$ cat config.mk
export PLATFORM = sky130hd
export DESIGN_NAME = bit_pack_4to16_seq
export DESIGN_NICKNAME = d
export VERILOG_FILES = /design/src/rtl/bit_pack_pkg.sv /design/src/rtl/pack_word_fifo.sv /design/src/rtl/bit_pack_4to16_seq.sv
export SDC_FILE = /design/constraint.sdc
export NUM_CORES = 1
export LEC_CHECK = 0
export ABC_AREA = 0
export CAP_MARGIN = 20
export CORE_UTILIZATION = 40
export CTS_CLUSTER_SIZE = 25
export DETAILED_ROUTE_END_ITERATION = 12
export SLEW_MARGIN = 30
export SYNTH_ARGS = -nofsm -noshare
export SYNTH_HDL_FRONTEND = slang
export SYNTH_SLANG_ARGS = --single-unit
$ cat constraint.sdc
create_clock -name clk -period 2.5 [get_ports clk]
set_input_delay 0.25 -clock clk [delete_from_list [all_inputs] [get_ports clk]]
set_output_delay 0.25 -clock clk [all_outputs]
set_load 0.05 [all_outputs]
$ cat src/rtl/bit_pack_pkg.sv
// Shared defaults and lane-state encoding for the 4-bit to 16-bit chunk packer.
package bit_pack_pkg;

    localparam int unsigned DEF_IN_DATA_WIDTH = 4;
    localparam int unsigned DEF_PACK_FACTOR   = 4;
    localparam int unsigned DEF_FIFO_DEPTH    = 2;

    // Lane states are a binary count from LANE0 up to lane_last(PACK_FACTOR).
    localparam int unsigned LANE0 = 0;

    function automatic int unsigned lane_last(input int unsigned pack_factor);
        return pack_factor - 1;
    endfunction

endpackage

$ cat src/rtl/pack_word_fifo.sv
// Synchronous word FIFO with async reset; a push while full is accepted only
// if a pop happens on the same edge. head reads zero when empty.
module pack_word_fifo
    import bit_pack_pkg::*;
#(
    parameter int unsigned WIDTH = DEF_IN_DATA_WIDTH * DEF_PACK_FACTOR,
    parameter int unsigned DEPTH = DEF_FIFO_DEPTH
) (
    input  logic             clk,
    input  logic             rst,
    input  logic             push,
    input  logic [WIDTH-1:0] push_data,
    input  logic             pop,
    output logic [WIDTH-1:0] head,
    output logic             full,
    output logic             empty
);

    localparam int unsigned PTR_W = (DEPTH > 1) ? $clog2(DEPTH) : 1;
    localparam int unsigned CNT_W = $clog2(DEPTH + 1);

    logic [WIDTH-1:0] mem [DEPTH];
    logic [PTR_W-1:0] rd_ptr;
    logic [PTR_W-1:0] wr_ptr;
    logic [CNT_W-1:0] count;
    logic             do_push;
    logic             do_pop;

    assign do_pop  = pop & ~empty;
    assign do_push = push & (~full | do_pop);
    assign full    = (count == CNT_W'(DEPTH));
    assign empty   = (count == '0);
    assign head    = empty ? '0 : mem[rd_ptr];

    always_ff @(posedge clk) begin
        if (do_push) begin
            mem[wr_ptr] <= push_data;
        end
    end

    always_ff @(posedge clk or posedge rst) begin
        if (rst) begin
            rd_ptr <= '0;
            wr_ptr <= '0;
            count  <= '0;
        end else begin
            if (do_push) begin
                wr_ptr <= (wr_ptr == PTR_W'(DEPTH - 1)) ? '0 : PTR_W'(wr_ptr + 1'b1);
            end
            if (do_pop) begin
                rd_ptr <= (rd_ptr == PTR_W'(DEPTH - 1)) ? '0 : PTR_W'(rd_ptr + 1'b1);
            end
            case ({do_push, do_pop})
                2'b10:   count <= CNT_W'(count + 1'b1);
                2'b01:   count <= CNT_W'(count - 1'b1);
                default: count <= count;
            endcase
        end
    end

endmodule

$ cat src/rtl/bit_pack_4to16_seq.sv
// Packs IN_DATA_WIDTH chunks LSB-first into OUT_DATA_WIDTH words and buffers them.
// Optional zero-padded partial-word flush is enabled by defining BIT_PACK_FLUSH_EN.
module bit_pack_4to16_seq
    import bit_pack_pkg::*;
#(
    parameter int unsigned IN_DATA_WIDTH  = DEF_IN_DATA_WIDTH,
    parameter int unsigned PACK_FACTOR    = DEF_PACK_FACTOR,
    parameter int unsigned OUT_DATA_WIDTH = IN_DATA_WIDTH * PACK_FACTOR,
    parameter int unsigned FIFO_DEPTH     = DEF_FIFO_DEPTH
) (
    input  logic                           clk,
    input  logic                           rst,
    input  logic                           i_en,
    input  logic                           i_valid,
    input  logic [IN_DATA_WIDTH-1:0]       i_data_bus,
    input  logic                           i_flush,
    input  logic                           i_ready,
    output logic                           o_valid,
    output logic [OUT_DATA_WIDTH-1:0]      o_data_bus,
    output logic [$clog2(PACK_FACTOR)-1:0] o_lane_cnt,
    output logic                           o_overflow
);

    localparam int unsigned LANE_W = $clog2(PACK_FACTOR);
    localparam logic [LANE_W-1:0] LANE_FIRST = LANE_W'(LANE0);
    localparam logic [LANE_W-1:0] LANE_END   = LANE_W'(lane_last(PACK_FACTOR));

    logic [LANE_W-1:0]         lane;
    logic [LANE_W-1:0]         lane_nxt;
    logic [OUT_DATA_WIDTH-1:0] word;
    logic [OUT_DATA_WIDTH-1:0] word_nxt;
    logic [OUT_DATA_WIDTH-1:0] merged;
    logic [IN_DATA_WIDTH-1:0]  chunk;
    logic                      accept;
    logic                      push;
    logic                      pop;
    logic                      full;
    logic                      empty;
    logic                      overflow;

    assign accept     = i_en & i_valid;
    assign chunk      = accept ? i_data_bus : '0;
    assign merged     = word | (OUT_DATA_WIDTH'(chunk) << (32'(lane) * IN_DATA_WIDTH));
    assign o_valid    = ~empty;
    assign pop        = o_valid & i_ready;
    assign o_lane_cnt = lane;
    assign o_overflow = overflow;

`ifndef BIT_PACK_FLUSH_EN
    logic unused_flush;
    assign unused_flush = i_flush;
`endif

    // Lane state and partial-word next-state; the word register clears on every push.
    always_comb begin
        lane_nxt = lane;
        word_nxt = word;
        push     = 1'b0;
        if (accept) begin
            if (lane == LANE_END) begin
                push     = 1'b1;
                lane_nxt = LANE_FIRST;
                word_nxt = '0;
            end else begin
                lane_nxt = LANE_W'(lane + 1'b1);
                word_nxt = merged;
            end
        end
`ifdef BIT_PACK_FLUSH_EN
        if (i_flush && !push && (accept || (lane != LANE_FIRST))) begin
            push     = 1'b1;
            lane_nxt = LANE_FIRST;
            word_nxt = '0;
        end
`endif
    end

    always_ff @(posedge clk or posedge rst) begin
        if (rst) begin
            lane     <= LANE_FIRST;
            word     <= '0;
            overflow <= 1'b0;
        end else begin
            lane <= lane_nxt;
            word <= word_nxt;
            if (push && full && !pop) begin
                overflow <= 1'b1;
            end
        end
    end

    pack_word_fifo #(
        .WIDTH (OUT_DATA_WIDTH),
        .DEPTH (FIFO_DEPTH)
    ) u_fifo (
        .clk       (clk),
        .rst       (rst),
        .push      (push),
        .push_data (merged),
        .pop       (pop),
        .head      (o_data_bus),
        .full      (full),
        .empty     (empty)
    );

endmodule

### Yosys cells after proc, flatten, opt, wreduce, memory -nomap -nowiden

Memories as Yosys holds them, arrays and structs flattened.
Cells that the tools add are included.

* add/sub/neg operators: 5
* equality and inequality tests: 4
* shift-type cells: 1
* muxes and demuxes: 11
* bitwise operators: 8
* reduce and logical (&&, ||, !) cells: 5

Operator list (number)
* $mux W16: 2
* $or A16 B16 Y16: 1
* $shl A4 B4 Y16: 1
* $eq A2 B2 Y1 const B: 3
* $mux W1: 6
* $add A2 B1 Y2 const B: 2
* $and A1 B1 Y1: 4
* $mux W4: 1
* $pmux W2 S2: 1
* $add A1 B1 Y1 const B: 2
* $eq A2 B1 Y1 const B: 1
* $logic_and A1 B1 Y1: 2
* $logic_not A2 Y1: 1
* $mux W2: 1
* $not A1 Y1: 2
* $reduce_bool A2 Y1: 1
* $sub A2 B1 Y2 const B: 1
* $logic_not A1 Y1: 1
* $or A1 B1 Y1: 1

* register bits after elaboration: 23
* RAM bits: 32
* output and inout port bits: 20
* logic and storage cells: 41
* memories kept: 1

Memories
* u_fifo.mem: depth 2, width 16, rd ports 1, clocked after Yosys merged registers in 0, wr ports 1, line pack_word_fifo.sv:22 `logic [WIDTH-1:0] mem [DEPTH];`

### Logic depth before layout (Yosys ltp)

* depth in word-level cells: 8
* gate-level depth with buffers: 8

### Hierarchy

Synthesis repeated with hierarchy kept, for this count alone.

* cells, all modules: 205
* area total of the unflattened synthesis: 2563.7 µm²

Modules (own cells, without submodules)
* pack_word_fifo: times used 1, cells each 93, area an instance 1438.9 µm², seq. area each 1061.0 µm²
* bit_pack_4to16_seq: times used 1, cells each 112, area an instance 1124.8 µm², seq. area each 475.5 µm²

### Worst setup path after synthesis

OpenSTA, ideal clock, no wires.

* path kind: register to register
* start: register lane[1] (netlist: o_lane_cnt[1])
* end: memory u_fifo.mem[1][0] (netlist bit) (enable)
* library setup time: 0.389 ns
* arrival time: 2.127 ns
* path slack: -0.015 ns
* stages on the path, launching flop included: 6
* buffers on the path: 1
* path through: dfrtp_1 ha_1 and3_1 buf_2 nand2b_2 nor2_1

* word-level cells in the longest chain between the ends: 6

RTL lines
* start: declaration: line bit_pack_4to16_seq.sv:28 `logic [LANE_W-1:0] lane;`
* start signal: assignment: line bit_pack_4to16_seq.sv:84 `lane <= lane_nxt;`
* $eq A2 B2 Y1: line bit_pack_4to16_seq.sv:60 `if (lane == LANE_END) begin`
* $mux W1: line bit_pack_4to16_seq.sv:60
* $mux W1: line bit_pack_4to16_seq.sv:59 `if (accept) begin`
* $and A1 B1 Y1: line pack_word_fifo.sv:30 `assign do_push = push & (~full | do_pop);`
* $mux W1: line pack_word_fifo.sv:36 `if (do_push) begin`
* $mux W1 (implied by the code): line pack_word_fifo.sv:37 `mem[wr_ptr] <= push_data;`
* end: declaration: line pack_word_fifo.sv:22

No other way between the ends.

### Worst setup path in the final report

* start: register u_fifo.count[0]
* end: output port o_valid

* word-level cells in the longest chain between the ends: 2

RTL lines
* start: declaration: line pack_word_fifo.sv:25 `logic [CNT_W-1:0] count;`
* start signal: assignment: line pack_word_fifo.sv:54 `2'b10: count <= CNT_W'(count + 1'b1);`
* start signal: assignment: line pack_word_fifo.sv:55 `2'b01: count <= CNT_W'(count - 1'b1);`
* start signal: assignment: line pack_word_fifo.sv:56 `default: count <= count;`
* $logic_not A2 Y1: line pack_word_fifo.sv:32 `assign empty = (count == '0);`
* $not A1 Y1: line bit_pack_4to16_seq.sv:44 `assign o_valid = ~empty;`
* end: declaration: line bit_pack_4to16_seq.sv:18 `output logic o_valid,`

No other way between the ends.

==> reports/metrics.cfg <==
[cts]
clkLatencyLatePin_ns=0.30
cts_hold_buf=0
post_cts_buffers=0
clockBufferDepth=2
ctsResizeCount=0
cts_tree=done
clk_pin_slew_ns=0.09
cts_sinks=55
cts-buffers-inserted=5
htreeDepth=2
cts-root-buf=clkbuf_8

[finish]
final_common_cell=edfxtp_1
drive_gt1_share_pct=20.8
insertedDiodeCount=0
finalInstanceArea_mm2=0.00267
area_growth_pct=18.9
final_cell_mix=edfxtp_1, dfrtp_1, buf_4, nor2_1
nets=203
num-fill-cells=459

[die]
rows=26
core_mm2=0.00524
dieArea_mm2=0.00591
die_y_um=76.9
die_x_um=76.9
start_util_pct=42.8
ios=30

[critical_path]
crit_chain=nor2_2, inv_1, clkdlybuf4s50_1
criticalPathCategory=reg -> out
slowest_delay_ns=0.71
cp.required_ns=2.25
crit_path_top_delay_cell=clkdlybuf4s50_1
reg2reg_to=u_fifo.mem[0][6]
arrival_ns=1.85
start_kind=register
cp_max_fo=6
endpoint_kind=primary output
r2r_start=o_lane_cnt[1]
rr_worst_depth=5
reg2reg_slack_ns=0.54

[drt]
viasPerCell=4.84
vias=1267
detail_route.drc_violations=0
ant_nets=0
routed_wl_mm=3.93
dr.pass1.iters=4
avgRoutedWirePerCell_um=15.0
drt_iter0_drc=41

[yosys]
ys_seq_area_share_pct=68.5
synthesis.instances=155
syn_area_mm2=0.00224
avgSynthCellArea_um2=14.5
ys_ff_latch=55
synth_top_area_share_pct=42.8
syn_nets=167
synthesis.yosys.warnings=0
yosysTopAreaCell=edfxtp_1
synth_area_leaders=edfxtp_1, dfrtp_1, mux2i_1
synth_cell_types=22

[sta]
max_freq_mhz=477
slew_headroom_pct=66.5
min_period_ns=2.10
rsz0062_at_grt=no
slew_viol_final=0
worst_slack_ns=0.403
skew_ns=0.00622
finalHoldViolCount=0
period_share_pct=83.9
finalSetupViolCount=0
finalSetupTns_ns=0
tightest_slew_ns=0.500

[power_and_ir_drop]
power_density_mw_per_mm2=1330
p_total_mw=3.54
leakage_nw=1.18
vdd_drop_max_uv=651

[global_routing]
antenna_found_initial=0
grt_pass1_wl_mm=6.09
grt_pass1_vias=1237
grt_overflow_total=0
grt_usage_pct=14.2
grt_max_degree=24

[place]
gp_congestion=0.688
hpwl_mm=2.71
dp_slack_ns=0.503
port_buffers=28
dpl_cell_area_mm2=0.00257

[outcome]
status=finished clean

[min_path]
hp-class=in -> async

[run]
maxCapViolations=0

==> Yosys cell counts (all sizes together) <==
cell type	number
mux2	2
and3	5
inv	3
a31o	4
nand2b	1
a21o	13
ha	2
xor2	2
and2	1
mux2i	16
edfxtp	32
xnor2	3
dfrtp	23
nor3b	1
buf	6
nor2	22
nor2b	19
==> where the power goes <==
| part | switching, mW | total, mW | internal (mW) |
|---|---|---|---|
| clock network | 0.263 | 0.460 | 0.197 |
| logic | 1.08 | 1.69 | 0.616 |
| registers | 0.123 | 1.38 | 1.26 |
==> flip-flops by register name, indices dropped and copies added (netlist names) <==
register	flops
u_fifo.mem	32
word	16
o_lane_cnt	2
u_fifo.count	2
o_overflow	1
u_fifo.rd_ptr	1
u_fifo.wr_ptr	1
==> worst max-delay path by stage <==
stage,startpoint,endpoint,slack (ns),cells after the start
floorplan,o_lane_cnt[1],u_fifo.mem[1][0],-0.02,5
global placement,i_en,u_fifo.mem[0][2],0.55,5
detailed placement,i_en,u_fifo.mem[0][0],0.50,5
CTS,u_fifo.count[0],o_valid,0.36,3
global route,u_fifo.count[0],o_valid,0.30,3
finish,u_fifo.count[0],o_valid,0.40,3
==> worst max-delay path: cells and delay by family (launching register included) <==
| family | cells | cell delay [ns] |
|---|---|---|
| DFF | 1 | 0.44 |
| buffers and inverters | 2 | 0.78 |
| and+or+nand+nor | 1 | 0.32 |
==> metrics by stage <==
step	hold WS (ns)	util [%]	std cells
finish	0.171	50.9	262
floorplan	0.252	-	155
global route	0.180	50.9	262
CTS	0.456	50.7	261
detailed placement	0.456	49.2	253
global placement	0.446	49.2	253
==> layer usage <==
metal  track usage (%)  vias up  share of wire (%)
li1                  -      614                  -
met4              6.35        0                1.7
met1              17.7      625                 46
met5                 0        -                  0
met3              3.57        7                2.6
met2              23.3       21                 50
==> layout make-up <==
cell class / instances / area (µm²) / area share [%]
Sequential cell: 55 / 1540 / 57.6
Multi-Input combinational cell: 91 / 654 / 24.5
Timing Repair Buffer: 35 / 297 / 11.1
Tap cell: 70 / 87.6 / 3.28
Clock buffer: 7 / 76.3 / 2.86
Inverter: 3 / 11.3 / 0.422
Clock inverter: 1 / 5.00 / 0.188
==> logic make-up (layout without fill, tap and decap cells) <==
family                   Yosys count  after routing  share of synthesized area [%]
adder cells (fa/ha/maj)            2              2                           1.12
AO/OA/AOI/OAI                     17             17                           5.91
XOR/XNOR                           5              5                           1.95
multiplexers                      18             18                           8.14
AND/OR/NAND/NOR                   49             49                           12.0
flip-flops                        55             55                           68.5
buffers and inverters              9             46                           2.34
Note: power is estimated with default switching activity, not from simulation.
